--- config.mk ---
export PLATFORM = sky130hd
export DESIGN_NAME = fetch_issue_queue
export DESIGN_NICKNAME = d
export VERILOG_FILES = /design/src/rtl/fetch_issue_queue.sv
export SDC_FILE = /design/constraint.sdc
export NUM_CORES = 1
export LEC_CHECK = 0
export CAP_MARGIN = 5
export CELL_PAD_IN_SITES_DETAIL_PLACEMENT = 1
export CELL_PAD_IN_SITES_GLOBAL_PLACEMENT = 2
export CORE_MARGIN = 3
export CORE_UTILIZATION = 39
export CTS_BUF_LIST = sky130_fd_sc_hd__clkbuf_2
export DETAILED_ROUTE_END_ITERATION = 16
export MAX_ROUTING_LAYER = met4
export PLACE_DENSITY = 0.84
export SYNTH_ARGS = -nofsm -noshare
export SYNTH_HDL_FRONTEND = slang
export SYNTH_SLANG_ARGS = --single-unit
--- constraint.sdc ---
create_clock -name clock -period 3.29 [get_ports clock]
set_input_delay 0.658 -clock clock [delete_from_list [all_inputs] [get_ports clock]]
set_output_delay 0.658 -clock clock [all_outputs]
set_load 0.03 [all_outputs]
--- src/rtl/fetch_issue_queue.sv ---
//==============================================================================
// Module      : fetch_issue_queue
// Description : Issues fetch-unit PCs to instruction memory under a credit limit,
//               queues in-order responses for decode, and drops stale responses
//               after a redirect from execute.
// Revision    : 1.0 - initial release
//==============================================================================
`default_nettype none

module fetch_issue_queue #(
    parameter int DEPTH = 4,
    parameter int XLEN  = 32
) (
    input  logic            clock,
    input  logic            reset,
    input  logic [XLEN-1:0] io_pc,
    output logic [XLEN-1:0] io_npc,
    output logic            io_npc_en,
    output logic            io_stall_en,
    input  logic            io_redirect_valid,
    input  logic [XLEN-1:0] io_redirect_target,
    output logic            io_imem_req_valid,
    input  logic            io_imem_req_ready,
    output logic [XLEN-1:0] io_imem_req_addr,
    input  logic            io_imem_resp_valid,
    input  logic [XLEN-1:0] io_imem_resp_data,
    output logic            io_deq_valid,
    input  logic            io_deq_ready,
    output logic [XLEN-1:0] io_deq_pc,
    output logic [XLEN-1:0] io_deq_instr
);

    localparam int c_PW = (DEPTH > 1) ? $clog2(DEPTH) : 1;
    localparam int c_CW = c_PW + 1;
    localparam int c_SW = c_CW + 1;
    localparam logic [c_SW-1:0] c_DEPTH = c_SW'(DEPTH);

    logic [c_CW-1:0] r_inflight;
    logic [c_CW-1:0] r_drop_cnt;
    logic [c_CW-1:0] r_count;
    logic [c_PW-1:0] r_tag_wptr;
    logic [c_PW-1:0] r_tag_rptr;
    logic [c_PW-1:0] r_q_wptr;
    logic [c_PW-1:0] r_q_rptr;
    logic [XLEN-1:0] r_tag_mem [DEPTH];
    logic [XLEN-1:0] r_q_pc    [DEPTH];
    logic [XLEN-1:0] r_q_instr [DEPTH];

    logic [c_SW-1:0] w_credit;
    logic            w_fire;
    logic            w_drop;
    logic            w_push;
    logic            w_pop;

    // Credit counts stale in-flight requests too, so a live response always has a slot.
    assign w_credit          = {1'b0, r_inflight} + {1'b0, r_count};
    assign io_imem_req_valid = !reset && !io_redirect_valid && (w_credit < c_DEPTH);
    assign io_imem_req_addr  = io_pc;
    assign w_fire            = io_imem_req_valid && io_imem_req_ready;
    assign io_stall_en       = !w_fire;

    assign io_npc            = io_redirect_target;
    assign io_npc_en         = io_redirect_valid && !reset;

    assign w_drop = io_imem_resp_valid && ((r_drop_cnt != '0) || io_redirect_valid);
    assign w_push = io_imem_resp_valid && !w_drop && !reset;
    assign w_pop  = (r_count != '0) && io_deq_ready && !io_redirect_valid;

    assign io_deq_valid = (r_count != '0);
    assign io_deq_pc    = r_q_pc[r_q_rptr];
    assign io_deq_instr = r_q_instr[r_q_rptr];

    always_ff @(posedge clock) begin
        if (reset) begin
            r_inflight <= '0;
            r_drop_cnt <= '0;
            r_count    <= '0;
            r_tag_wptr <= '0;
            r_tag_rptr <= '0;
            r_q_wptr   <= '0;
            r_q_rptr   <= '0;
        end else begin
            r_inflight <= r_inflight + c_CW'(w_fire) - c_CW'(io_imem_resp_valid);
            if (w_fire)
                r_tag_wptr <= r_tag_wptr + 1'b1;
            if (io_imem_resp_valid)
                r_tag_rptr <= r_tag_rptr + 1'b1;

            if (io_redirect_valid) begin
                // The response arriving now is already being discarded.
                r_drop_cnt <= r_inflight - c_CW'(io_imem_resp_valid);
                r_count    <= '0;
                r_q_rptr   <= r_q_wptr;
            end else begin
                if (io_imem_resp_valid && (r_drop_cnt != '0))
                    r_drop_cnt <= r_drop_cnt - 1'b1;
                r_count <= r_count + c_CW'(w_push) - c_CW'(w_pop);
                if (w_push)
                    r_q_wptr <= r_q_wptr + 1'b1;
                if (w_pop)
                    r_q_rptr <= r_q_rptr + 1'b1;
            end
        end
    end

    always_ff @(posedge clock) begin
        if (w_fire)
            r_tag_mem[r_tag_wptr] <= io_pc;
        if (w_push) begin
            r_q_pc[r_q_wptr]    <= r_tag_mem[r_tag_rptr];
            r_q_instr[r_q_wptr] <= io_imem_resp_data;
        end
    end

endmodule

`default_nettype wire

==> metrics.md, run 1 <==
| Metric | Value |
|---|---|
| Adder-cell area share of the yosys netlist | 1.704% |
| Post-synth top cells | 384 x edfxtp_1, 96 x mux4_2, 64 x buf_4 |
| Flop pwr share | 57.6% |
| Num rows | 72 |
| Place WS | 0.1614 ns |
| Mapped Area | 15570 um2 |
| Ys flop type | edfxtp_1 |
| Post-synthesis xor/xnor area fraction | 0.5063% |
| Number of remaining DRC errors | 0 |
| # setup viols final | 0 |
| Net Sw Power | 2634 uW |
| CP arrival | 2.48 ns |
| #FFs+latches synth | 405 |
| Final Skew | 0.06055 ns |
| Reg area | 11960 um2 |
| Worst Hold Launch | io_imem_resp_data[19] |
| RSZ-0062 raised after global routing | yes |
| Hold buffers post-CTS | 0 |
| Final worst-path cycle share | 95.48% |
| Clk sinks | 405 |
| Worst R2R Start | r_count[1] |
| Power per cell area | 542.9 nW/um2 |
| TritonCTS buffer count | 103 |
| Nets | 1043 |
| IO Port Bufs | 169 |
| Status | finished clean |
| Core ar. | 39010 um2 |
| Clock Pin Slew Worst Setup and Hold Paths | 0.11 ns |
| Slew @ Worst Pin | 0.9664 ns |
| Fraction of registers with async set or reset after synthesis | 0% |
| Die Height | 205.8 um |
| Final Hold Vio Count | 0 |
| Largest net degree at the start of global routing | 47 |
| WL/cell | 21.78 um |
| Yosys Warn Count | 0 |
| Gpl congestion | 0.7155 |
| Via count | 7382 |
| Htree depth | 3 |
| Layout area overhead | 20.42% |
| Max FO, Critical Path | 8 |
| Fin worst setup slack | 0.1488 ns |
| Post-synth EDFFs | 384 |
| Largest family of logic cells by synthesized area | multiplexers |
| Dpl hpwl | 19490 um |
| CP Class | register to primary output |
| Routed WL | 32960 um |
| Fraction of final layout cells sized beyond drive strength 1 | 39.72% |
| Die X | 205.8 um |
| Iteration-0 DRC Markers | 331 |
| First-pass GRT wire length | 49670 um |
| Placed cell area | 17680 um2 |
| Fill count | 3643 |
| Final worst path period need | 3.141 ns |
| Total power | 10180 uW |
| Fmax | 318.3 MHz |
| Die area | 42360 um2 |
| Max VDD drop | 0.0002423 V |
| Logic pwr share | 11.3% |
| Worst Path Required | 2.63 ns |
| Synthesized instance count | 687 |
| Post-synthesis cell type count | 39 |
| R2R setup slack | 0.84 ns |
| CTS tree | built |
| Synth Area in Compound Gates | 0.6831% |
| Clk buf depth | 3 |
| CP Capture Type | primary output |
| Clk root buf | clkbuf_2 |
| Multiplexer share of the synthesized area | 14.21% |
| Internal power | 7545 uW |
| Max-slew violation total from the final report | 0 |
| Synth Area in Simple Gates | 1.455% |
| Antenna-violating nets left | 0 |
| Clk Latency, worst-skew pair | 0.98 ns |
| Seq/Total Area, Yosys | 76.76% |
| Sw Share | 25.88% |
| Worst Hold Class | input port to register |
| Initial antenna violation count | 2 |
| Startpoint types | register |
| Initial DRT Pass Iterations | 4 |
| Initial core utilization | 39.92% |
| Area occupied by multi-input gates | 2909 um2 |
| Grt ovf | 0 |
| Final Cell Area | 18750 um2 |
| I/O Pins | 234 |
| Vias/cell | 4.879 |
| Vias in the first global route | 8216 |
| Power share of the clock group | 31.2% |
| Ranking of synthesized cells by area | edfxtp_1 74%, mux4_2 14%, buf_4 3.1% |
| Max cap viols | 0 |
| Total global-route track usage | 16.40% |
| Cell taking the most area after synthesis | edfxtp_1 |
| Syn avg cell area | 22.66 um2 |
| Synth top area share | 74.06% |
| Max-slew headroom | 35.57% |
| Count leader, synth | edfxtp_1 |
| Leak | 0.006291 uW |
| Post-Syn Nets | 809 |
[layout by cell type (no fill, tap or decap), drive strengths merged]
cell / count
fa: 2
buf: 99
a21boi: 1
clkinvlp: 2
a211oi: 1
dfxtp: 21
clkinv: 23
nand2b: 3
mux2: 2
nor2: 9
mux2i: 2
a21oi: 4
nor4b: 1
and2: 10
nor2b: 3
nand2: 1
ha: 18
diode: 3
o31a: 1
a21o: 1
or3: 1
xor2: 1
xnor2: 8
o31ai: 1
clkbuf: 150
nand3: 2
a311oi: 1
inv: 16
clkdlybuf4s50: 103
a32o: 1
and3: 2
edfxtp: 384
o21a: 2
clkdlybuf4s15: 16
mux4: 96
and4: 1
o311ai: 1
nor3: 2
[kinds of logic (layout without fill, tap and decap cells)]
family,Yosys count,in the layout
other,0,3
xor gates and xnor gates,9,9
and+or+nand+nor,35,35
DFF,405,405
muxes,100,100
adders and majority gates,20,20
AOI/OAI and AO/OA,14,14
buffers and inverters,104,409
[layout make-up]
type / count / share of cell area (%)
Antenna cell: 3 / 0.04004
Clock buffer: 150 / 4.004
Clock inverter: 26 / 0.6740
Inverter: 15 / 0.3003
Multi-Input combinational cell: 178 / 15.52
Sequential cell: 405 / 63.80
Tap cell: 518 / 3.457
Timing Repair Buffer: 218 / 12.21
[power by group through the flow]
| stage | registers, uW | clock network, uW | logic (uW) |
|---|---|---|---|
| after global routing | 5880 | 3590 | 1240 |
| after floorplan | 5940 | 0 | 794 |
| after CTS | 5860 | 3350 | 1160 |
| after global placement | 5980 | 0 | 1100 |
| after detailed placement | 5990 | 0 | 1120 |
| final | 5860 | 3170 | 1150 |
[worst max-delay path, cell delays in order, from the launching register on]
cell     delay, ns
dfxtp_4       0.42
buf_12        0.13
buf_12        0.11
buf_16        0.15
mux4_2        0.51
buf_2         0.20
[flip-flops by register name (all words and copies together) (netlist names), named ones only]
| signal | flops |
|---|---|
| r_q_instr | 128 |
| r_q_pc | 128 |
| r_tag_mem | 128 |
| r_count | 3 |
| r_drop_cnt | 3 |
| r_inflight | 3 |
| r_q_rptr | 2 |
| r_q_wptr | 2 |
| r_tag_rptr | 2 |
| r_tag_wptr | 2 |
[through the flow]
step	hold slack, ns	utilization (%)	TNS [ns]	std cells
after global routing	0.1512	48.07	-2.072	1513
after floorplan	0.4687	-	0	687
final	0.3089	48.07	0	1513
after global placement	0.5041	45.32	0	1319
after CTS	0.1274	47.96	-1.411	1509
after detailed placement	0.5124	45.32	0	1319
[per-layer routing]
| metal | up-vias | GRT usage (%) | wire length [um] |
|---|---|---|---|
| met5 | - | - | 0 |
| met4 | 0 | 5.333 | 603 |
| li1 | 3271 | - | - |
| met3 | 53 | 4.192 | 1842 |
| met2 | 252 | 26.31 | 16590 |
| met1 | 3806 | 20.63 | 13930 |
[path summary, 6_finish.rpt]
path,endpoint,cells past startpoint
worst max register to register,r_inflight[2],10
worst min register to register,r_tag_wptr[0],1
worst max-delay path,io_deq_instr[20],5
worst min-delay path,r_q_instr[1][19],1
[timing repair]
action / 4_1_cts / 5_1_grt
hold endpoints to repair: 0 / 0
cloned: 5 / 0
endpoints found under the setup margin: 66 / 29
buffers inserted: 9 / 2
resized for setup: 328 / 18
No activity file was read; power rests on OpenSTA's default activity.
==> inputs of run 2 (changes only) <==
--- a/config.mk
+++ b/config.mk
@@ -14,6 +14,7 @@
 export DETAILED_ROUTE_END_ITERATION = 16
 export MAX_ROUTING_LAYER = met4
 export PLACE_DENSITY = 0.84
+export REMOVE_ABC_BUFFERS = 1
 export SYNTH_ARGS = -nofsm -noshare
 export SYNTH_HDL_FRONTEND = slang
 export SYNTH_SLANG_ARGS = --single-unit
==> run 2 against run 1 <==
  * Sequential cell count is the same
  * First-iteration DRC count is 12% lower
  * Sequential share of layout area grew 1.2 points
  * Routed wire length down 2.3%
  * Count of clock-buffer cells in the layout down 8
  * Critical endpoint is now io_deq_instr[1]
  * Largest cell class unchanged
==> metrics.md, run 2 (synthesized netlist as in run 1, its figures left out) <==
| Metric | Value |
|---|---|
| Status | finished clean |
| # setup viols final | 0 (unchanged) |
| Number of remaining DRC errors | 0 (unchanged) |
| RSZ-0062 raised after global routing | yes |
| CP Capture Type | primary output |
| Commonest non-fill, non-tap cell in the layout | edfxtp_1 |
| Total power | 10090 uW (-0.87%) |
| Most frequent cells in the layout | 384 x edfxtp_1, 154 x clkbuf_2, 103 x clkdlybuf4s50_1, 96 x mux4_2, 25 x clkinv_1 |
| Routed WL | 32210 um (-2.3%) |
| Vias/cell | 4.906 (+0.56%) |
| Place WS | 0.2048 ns (+0.04339 ns) |
| IO Port Bufs | 169 (unchanged) |
| Fin worst setup slack | 0.1738 ns (+0.02503 ns) |
| Nets | 1021 (-2.1%) |
| CTS tree | built |
| Max-slew headroom | 36.92% (+1.3 points) |
| I/O Pins | 234 (unchanged) |
| Hold buffers post-CTS | 0 (unchanged) |
| Max VDD drop | 0.0002129 V (-12%) |
| Fraction of final layout cells sized beyond drive strength 1 | 35.52% (-4.2 points) |
| Clk sinks | 405 (unchanged) |
| Total global-route track usage | 15.93% (-0.47 points) |
| WL/cell | 21.58 um (-0.95%) |
| CP arrival | 2.46 ns (-0.02 ns) |
| Met3 wire length | 2073 um (+13%) |
| Final worst-path cycle share | 94.72% (-0.76 points) |
| Worst path cell trace | buf_12, buf_16, mux4_2, clkdlybuf4s15_2 |
| Net Sw Power | 2579 uW (-2.1%) |
| Worst Path Required | 2.63 ns (about the same) |
| Clk Latency, worst-skew pair | 0.93 ns (-0.05 ns) |
| Final worst path period need | 3.116 ns (-0.02503 ns) |
| Core ar. | 39010 um2 (unchanged) |
| Die area | 42360 um2 (unchanged) |
| Power share of the clock group | 31.3% (about the same) |
| Flop pwr share | 58.1% (+0.5 points) |
| Final Skew | 0.07262 ns (+0.01207 ns) |
| Max FO, Critical Path | 15 (+7) |
| Slowest stage cell on the critical path | mux4_2 |
| Die Height | 205.8 um (unchanged) |
| Logic pwr share | 10.6% (-0.7 points) |
| Initial antenna violation count | 1 (-1) |
| Final Hold Vio Count | 0 (unchanged) |
| Num rows | 72 (unchanged) |
| Layout area overhead | 18.27% |
| Max stage delay on crit path | 0.51 ns (about the same) |
| Clk root buf | clkbuf_2 |
| Iteration-0 DRC Markers | 290 (-12%) |
| Leak | 0.006133 uW (-2.5%) |
| Uppermost routed layer | met4 |
| Dpl hpwl | 20050 um (+2.9%) |
| Startpoint types | register |
| Via count | 7325 (-0.77%) |
| Largest net degree at the start of global routing | 49 (+4.3%) |
| Metal-1 WL | 13060 um (-6.2%) |
| Max cap viols | 0 (unchanged) |
| CP bufs+invs | 3 (-1) |
| Worst hold slack | 0.3877 ns (+0.07885 ns) |
| Clock Pin Slew Worst Setup and Hold Paths | 0.11 ns (about the same) |
| Crit-path leading delay family | buffers and inverters |
| Gpl congestion | 0.6713 (-6.2%) |
| WL met2 | 16470 um (-0.72%) |
| Internal power | 7512 uW (-0.44%) |
| Grt ovf | 0 (unchanged) |
| Initial DRT Pass Iterations | 4 (unchanged) |
| Initial core utilization | 39.92% (unchanged) |
| Die X | 205.8 um (unchanged) |
| Sw Share | 25.56% (-0.32 points) |
| Slew @ Worst Pin | 0.9463 ns (-0.02013 ns) |
| First-pass GRT wire length | 48680 um (-2.0%) |
| Max-slew violation total from the final report | 0 (unchanged) |
| Vias in the first global route | 8288 (+0.88%) |
| Largest registers | r_q_instr (128), r_q_pc (128), r_tag_mem (128) |
| Fill count | 3682 (+1.1%) |
| Fmax | 320.9 MHz (+0.80%) |
| Htree depth | 3 (unchanged) |
| CP Class | register to primary output |
| Clk buf depth | 3 (unchanged) |
| Antenna-violating nets left | 0 (unchanged) |
| Worst Hold Class | input port to register |
| Power per cell area | 548.0 nW/um2 (+0.94%) |
| TritonCTS buffer count | 100 (-2.9%) |
==> run 2: cell count changes in the layout (fill, tap and decap cells not counted), sizes merged, moves of 2 or more <==
cell         previous run  this run
clkbuf                150       154
dlygate4sd2             0        16
clkinvlp                2         0
clkinv                 23        32
buf                    99        53
diode                   3         1
==> run 2: stage by stage <==
stage	utilization [%]	cells	TNS (ns)	instance area [um2]
4_1_cts	47.32	1492	-0.8588	18460
5_1_grt	47.21	1493	-0.01039	18410
6_report	47.21	1493	0	18410
3_3_place_gp	45.18	1312	0	17620
3_5_place_dp	45.18	1312	0	17620
2_1_floorplan	-	598	-54.80	14900
==> run 2: final timing paths <==
path	cells past startpoint	slack (ns)	start	endpoint
worst max register to register	13	0.82	r_drop_cnt[0]	r_count[2]
worst min-delay path	1	0.39	io_imem_resp_data[30]	r_q_instr[3][30]
worst min register to register	1	0.54	r_tag_wptr[0]	r_tag_wptr[0]
worst max-delay path	4	0.17	register	io_deq_instr[1]
==> run 2: power by group through the flow <==
stage               Combinational (uW)  Sequential (uW)  Clock [uW]
floorplan                          561             6000           0
global placement                  1100             5980           0
detailed placement                1120             5990           0
CTS                               1090             5870        3360
global route                      1160             5880        3620
finish                            1070             5860        3160
==> run 2: final cells by class <==
type                       instances  area (um2)  share of cell area, %
inverter                          15       56.30                 0.3058
multi-input combinational        178        2909                  15.80
clock buffer                     142       710.7                  3.859
clock inverter                    35       170.2                 0.9241
tap                              518       648.1                  3.520
sequential                       405       11960                  64.96
timing repair buffer             199        1956                  10.62
antenna                            1       2.502                0.01359
==> run 2: worst register-to-register path, delay by kind of cell (launching register included) <==
kind / cells / cell delay [ns]
adders and majority gates: 4 / 1.00
xor gates and xnor gates: 2 / 0.28
and+or+nand+nor: 3 / 0.52
buffers and inverters: 4 / 0.29
DFF: 1 / 0.31
==> run 2: timing repair <==
item,CTS,global route
buffers inserted,3,0
setup endpoints to repair,65,18
cloned,1,0
hold endpoints to repair,0,0
resized for setup,178,33
==> run 2: routing by layer <==
| layer | track usage, % | up-vias |
|---|---|---|
| li1 | - | 3226 |
| met1 | 18.58 | 3784 |
| met2 | 26.51 | 254 |
| met3 | 4.825 | 61 |
| met4 | 5.333 | 0 |
| met5 | - | - |
==> inputs of run 3 (changes only) <==
--- a/config.mk
+++ b/config.mk
@@ -9,11 +9,12 @@
 export CELL_PAD_IN_SITES_DETAIL_PLACEMENT = 1
 export CELL_PAD_IN_SITES_GLOBAL_PLACEMENT = 2
 export CORE_MARGIN = 3
-export CORE_UTILIZATION = 39
+export CORE_UTILIZATION = 45
 export CTS_BUF_LIST = sky130_fd_sc_hd__clkbuf_2
+export CTS_CLUSTER_SIZE = 20
 export DETAILED_ROUTE_END_ITERATION = 16
 export MAX_ROUTING_LAYER = met4
-export PLACE_DENSITY = 0.84
+export PLACE_DENSITY = 0.91
 export REMOVE_ABC_BUFFERS = 1
 export SYNTH_ARGS = -nofsm -noshare
 export SYNTH_HDL_FRONTEND = slang
==> constraint.sdc (replaced) <==
create_clock -name clock -period 3.9 [get_ports clock]
set_input_delay 0.78 -clock clock [delete_from_list [all_inputs] [get_ports clock]]
set_output_delay 0.78 -clock clock [all_outputs]
set_load 0.03 [all_outputs]
==> run 3 against run 2 <==
  * Sequential power fell by 15%
  * Non-clock buffer count fell by 1
  * Power shrank 14%
  * Worst setup slack better by 0.026 ns
  * Clock power fell by 12%
  * Register-to-register slack gained 0.50 ns
  * Die area decreased by 13%
  * Sequential cell count stayed put
  * Core utilization increased by 7.4 points
  * First-iteration DRC count is 60% higher
  * Final area rose by 0.26%
  * Critical path type unchanged
  * Largest cell class unchanged
==> metrics.md, run 3 (synthesized netlist as in run 1, its figures left out) <==
| Metric | Value |
|---|---|
| Vias/cell | 5.212 (+6.2%) |
| Initial DRT Pass Iterations | 5 (+1) |
| Largest registers | r_q_instr (128), r_q_pc (128), r_tag_mem (128) |
| RSZ-0062 raised after global routing | no |
| Layout area overhead | 18.57% |
| Reg area | 11960 um2 (unchanged) |
| Max-slew violation total from the final report | 0 (unchanged) |
| WL/cell | 23.29 um (+8.0%) |
| Commonest non-fill, non-tap cell in the layout | edfxtp_1 |
| Routed WL | 32940 um (+2.2%) |
| Fin worst setup slack | 0.1994 ns (+0.02561 ns) |
| Status | finished clean |
| Die X | 192.0 um (-6.7%) |
| Slowest stage cell on the critical path | clkdlybuf4s50_1 |
| Area occupied by multi-input gates | 2904 um2 (-0.17%) |
| Max VDD drop | 0.0002231 V (+4.8%) |
| Clock Pin Slew Worst Setup and Hold Paths | 0.11 ns (about the same) |
| Setup TNS | 0 ns (unchanged) |
| Clk buf depth | 3 (unchanged) |
| Core ar. | 33780 um2 (-13%) |
| Vias in the first global route | 8232 (-0.68%) |
| Initial antenna violation count | 1 (unchanged) |
| Power per cell area | 470.2 nW/um2 (-14%) |
| Die area | 36870 um2 (-13%) |
| Number of remaining DRC errors | 0 (unchanged) |
| Worst Path Required | 3.12 ns (+0.49 ns) |
| Grt ovf | 0 (unchanged) |
| Inst Count DP | 1239 (-5.6%) |
| Fmax | 270.2 MHz |
| Die Height | 192.0 um (-6.7%) |
| Fill count | 3057 (-17%) |
| IO Port Bufs | 169 (unchanged) |
| First-pass GRT wire length | 49220 um (+1.1%) |
| Initial core utilization | 46.09% (+6.2 points) |
| Place WS | 0.3768 ns (+0.1720 ns) |
| Clk root buf | clkbuf_2 |
| Num rows | 67 (-6.9%) |
| Clk Latency, worst-skew pair | 0.94 ns (about the same) |
| Max FO, Critical Path | 11 (-4) |
| Final Hold Vio Count | 0 (unchanged) |
| Largest net degree at the start of global routing | 36 (-27%) |
| # resized after CTS | 0 (-100%) |
| I/O Pins | 234 (unchanged) |
| Via count | 7370 (+0.61%) |
| TritonCTS buffer count | 97 (-3.0%) |
| Leak | 0.006071 uW (-1.0%) |
| Final Skew | 0.1118 ns (+0.03917 ns) |
| CTS tree | built |
| Clk sinks | 405 (unchanged) |
| Final worst path period need | 3.701 ns |
| Total global-route track usage | 18.62% (+2.7 points) |
| Nets | 1017 (-0.39%) |
| Gpl congestion | 0.7242 (+7.9%) |
| Worst path cell trace | buf_4, mux4_2, clkdlybuf4s50_1 |
| Fraction of final layout cells sized beyond drive strength 1 | 30.47% (-5.1 points) |
| Startpoint types | register |
| Final Instance Count excl. Fillers | 1414 (-5.3%) |
| Antenna-violating nets left | 0 (unchanged) |
| Final core utilization | 54.65% (+7.4 points) |
| CP arrival | 2.92 ns (+0.46 ns) |
| Max-slew headroom | 42.24% (+5.3 points) |
| CP Capture Type | primary output |
| Slew @ Worst Pin | 0.8665 ns (-0.07980 ns) |
| Max cap viols | 0 (unchanged) |
| CP Class | register to primary output |
| Iteration-0 DRC Markers | 463 (+60%) |
| Max stage delay on crit path | 0.62 ns (+0.11 ns) |
| Most frequent cells in the layout | 384 x edfxtp_1, 169 x clkdlybuf4s50_1, 141 x clkbuf_2, 96 x mux4_2, 20 x clkinv_1 |
| Worst hold slack | 0.4948 ns (+0.1070 ns) |
| Worst Hold Class | input port to register |
| Final worst-path cycle share | 94.89% |
| # setup viols final | 0 (unchanged) |
| Htree depth | 3 (unchanged) |
| Dpl hpwl | 20860 um (+4.0%) |
==> run 3: cell types whose count changed in the layout (fill, tap and decap cells not counted), sizes merged <==
cell	before	now
clkdlybuf4s50	103	169
buf	53	29
dlygate4sd2	16	0
clkdlybuf4s15	15	0
clkbuf	154	141
clkinv	32	22
bufinv	1	3
clkinvlp	0	1
==> run 3: final cells by class <==
class	count	area share [%]
sequential	405	64.79
multi-input combinational	178	15.73
timing repair buffer	198	11.20
clock buffer	141	3.822
tap	448	3.036
clock inverter	28	1.105
inverter	15	0.3050
antenna	1	0.01355
==> run 3: final timing paths <==
| check | start | endpoint | slack (ns) | cells after the start |
|---|---|---|---|---|
| min | io_imem_resp_data[6] | r_q_instr[0][6] | 0.49 | 1 |
| max reg2reg | r_count[2] | r_inflight[2] | 1.32 | 10 |
| min reg2reg | r_q_wptr[0] | r_q_wptr[0] | 0.54 | 1 |
| max | register | io_deq_instr[7] | 0.20 | 3 |
==> run 3: report_power, final <==
part | switching (uW) | internal (uW)
clock | 1610 | 1170
combinational | 499 | 443
sequential | 74.2 | 4880
total | 2180 | 6500
==> run 3: worst max-delay path: cells and delay by family (launching register included) <==
kind                   cells  cell delay, ns
buffers and inverters      2            0.93
multiplexers               1            0.57
flip-flops                 1            0.50
==> run 3: routing by layer <==
metal / GRT usage (%) / up-vias / wire length [um]
li1: - / 3204 / -
met1: 24.01 / 3805 / 13840
met2: 29.22 / 305 / 15990
met3: 5.019 / 56 / 2511
met4: 5.884 / 0 / 588
met5: - / - / 0
==> run 3: timing repair <==
action                     CTS  global route
hold buffers                 0             0
setup buffers                5             0
setup endpoints to repair   45             0
==> run 3: metrics by stage <==
stage | instance area [um2] | power (uW)
final | 18460 | 8680
after global routing | 18460 | 9095
after CTS | 18460 | 8819
after detailed placement | 17480 | 6000
after global placement | 17480 | 5958
after floorplan | 14900 | 5535
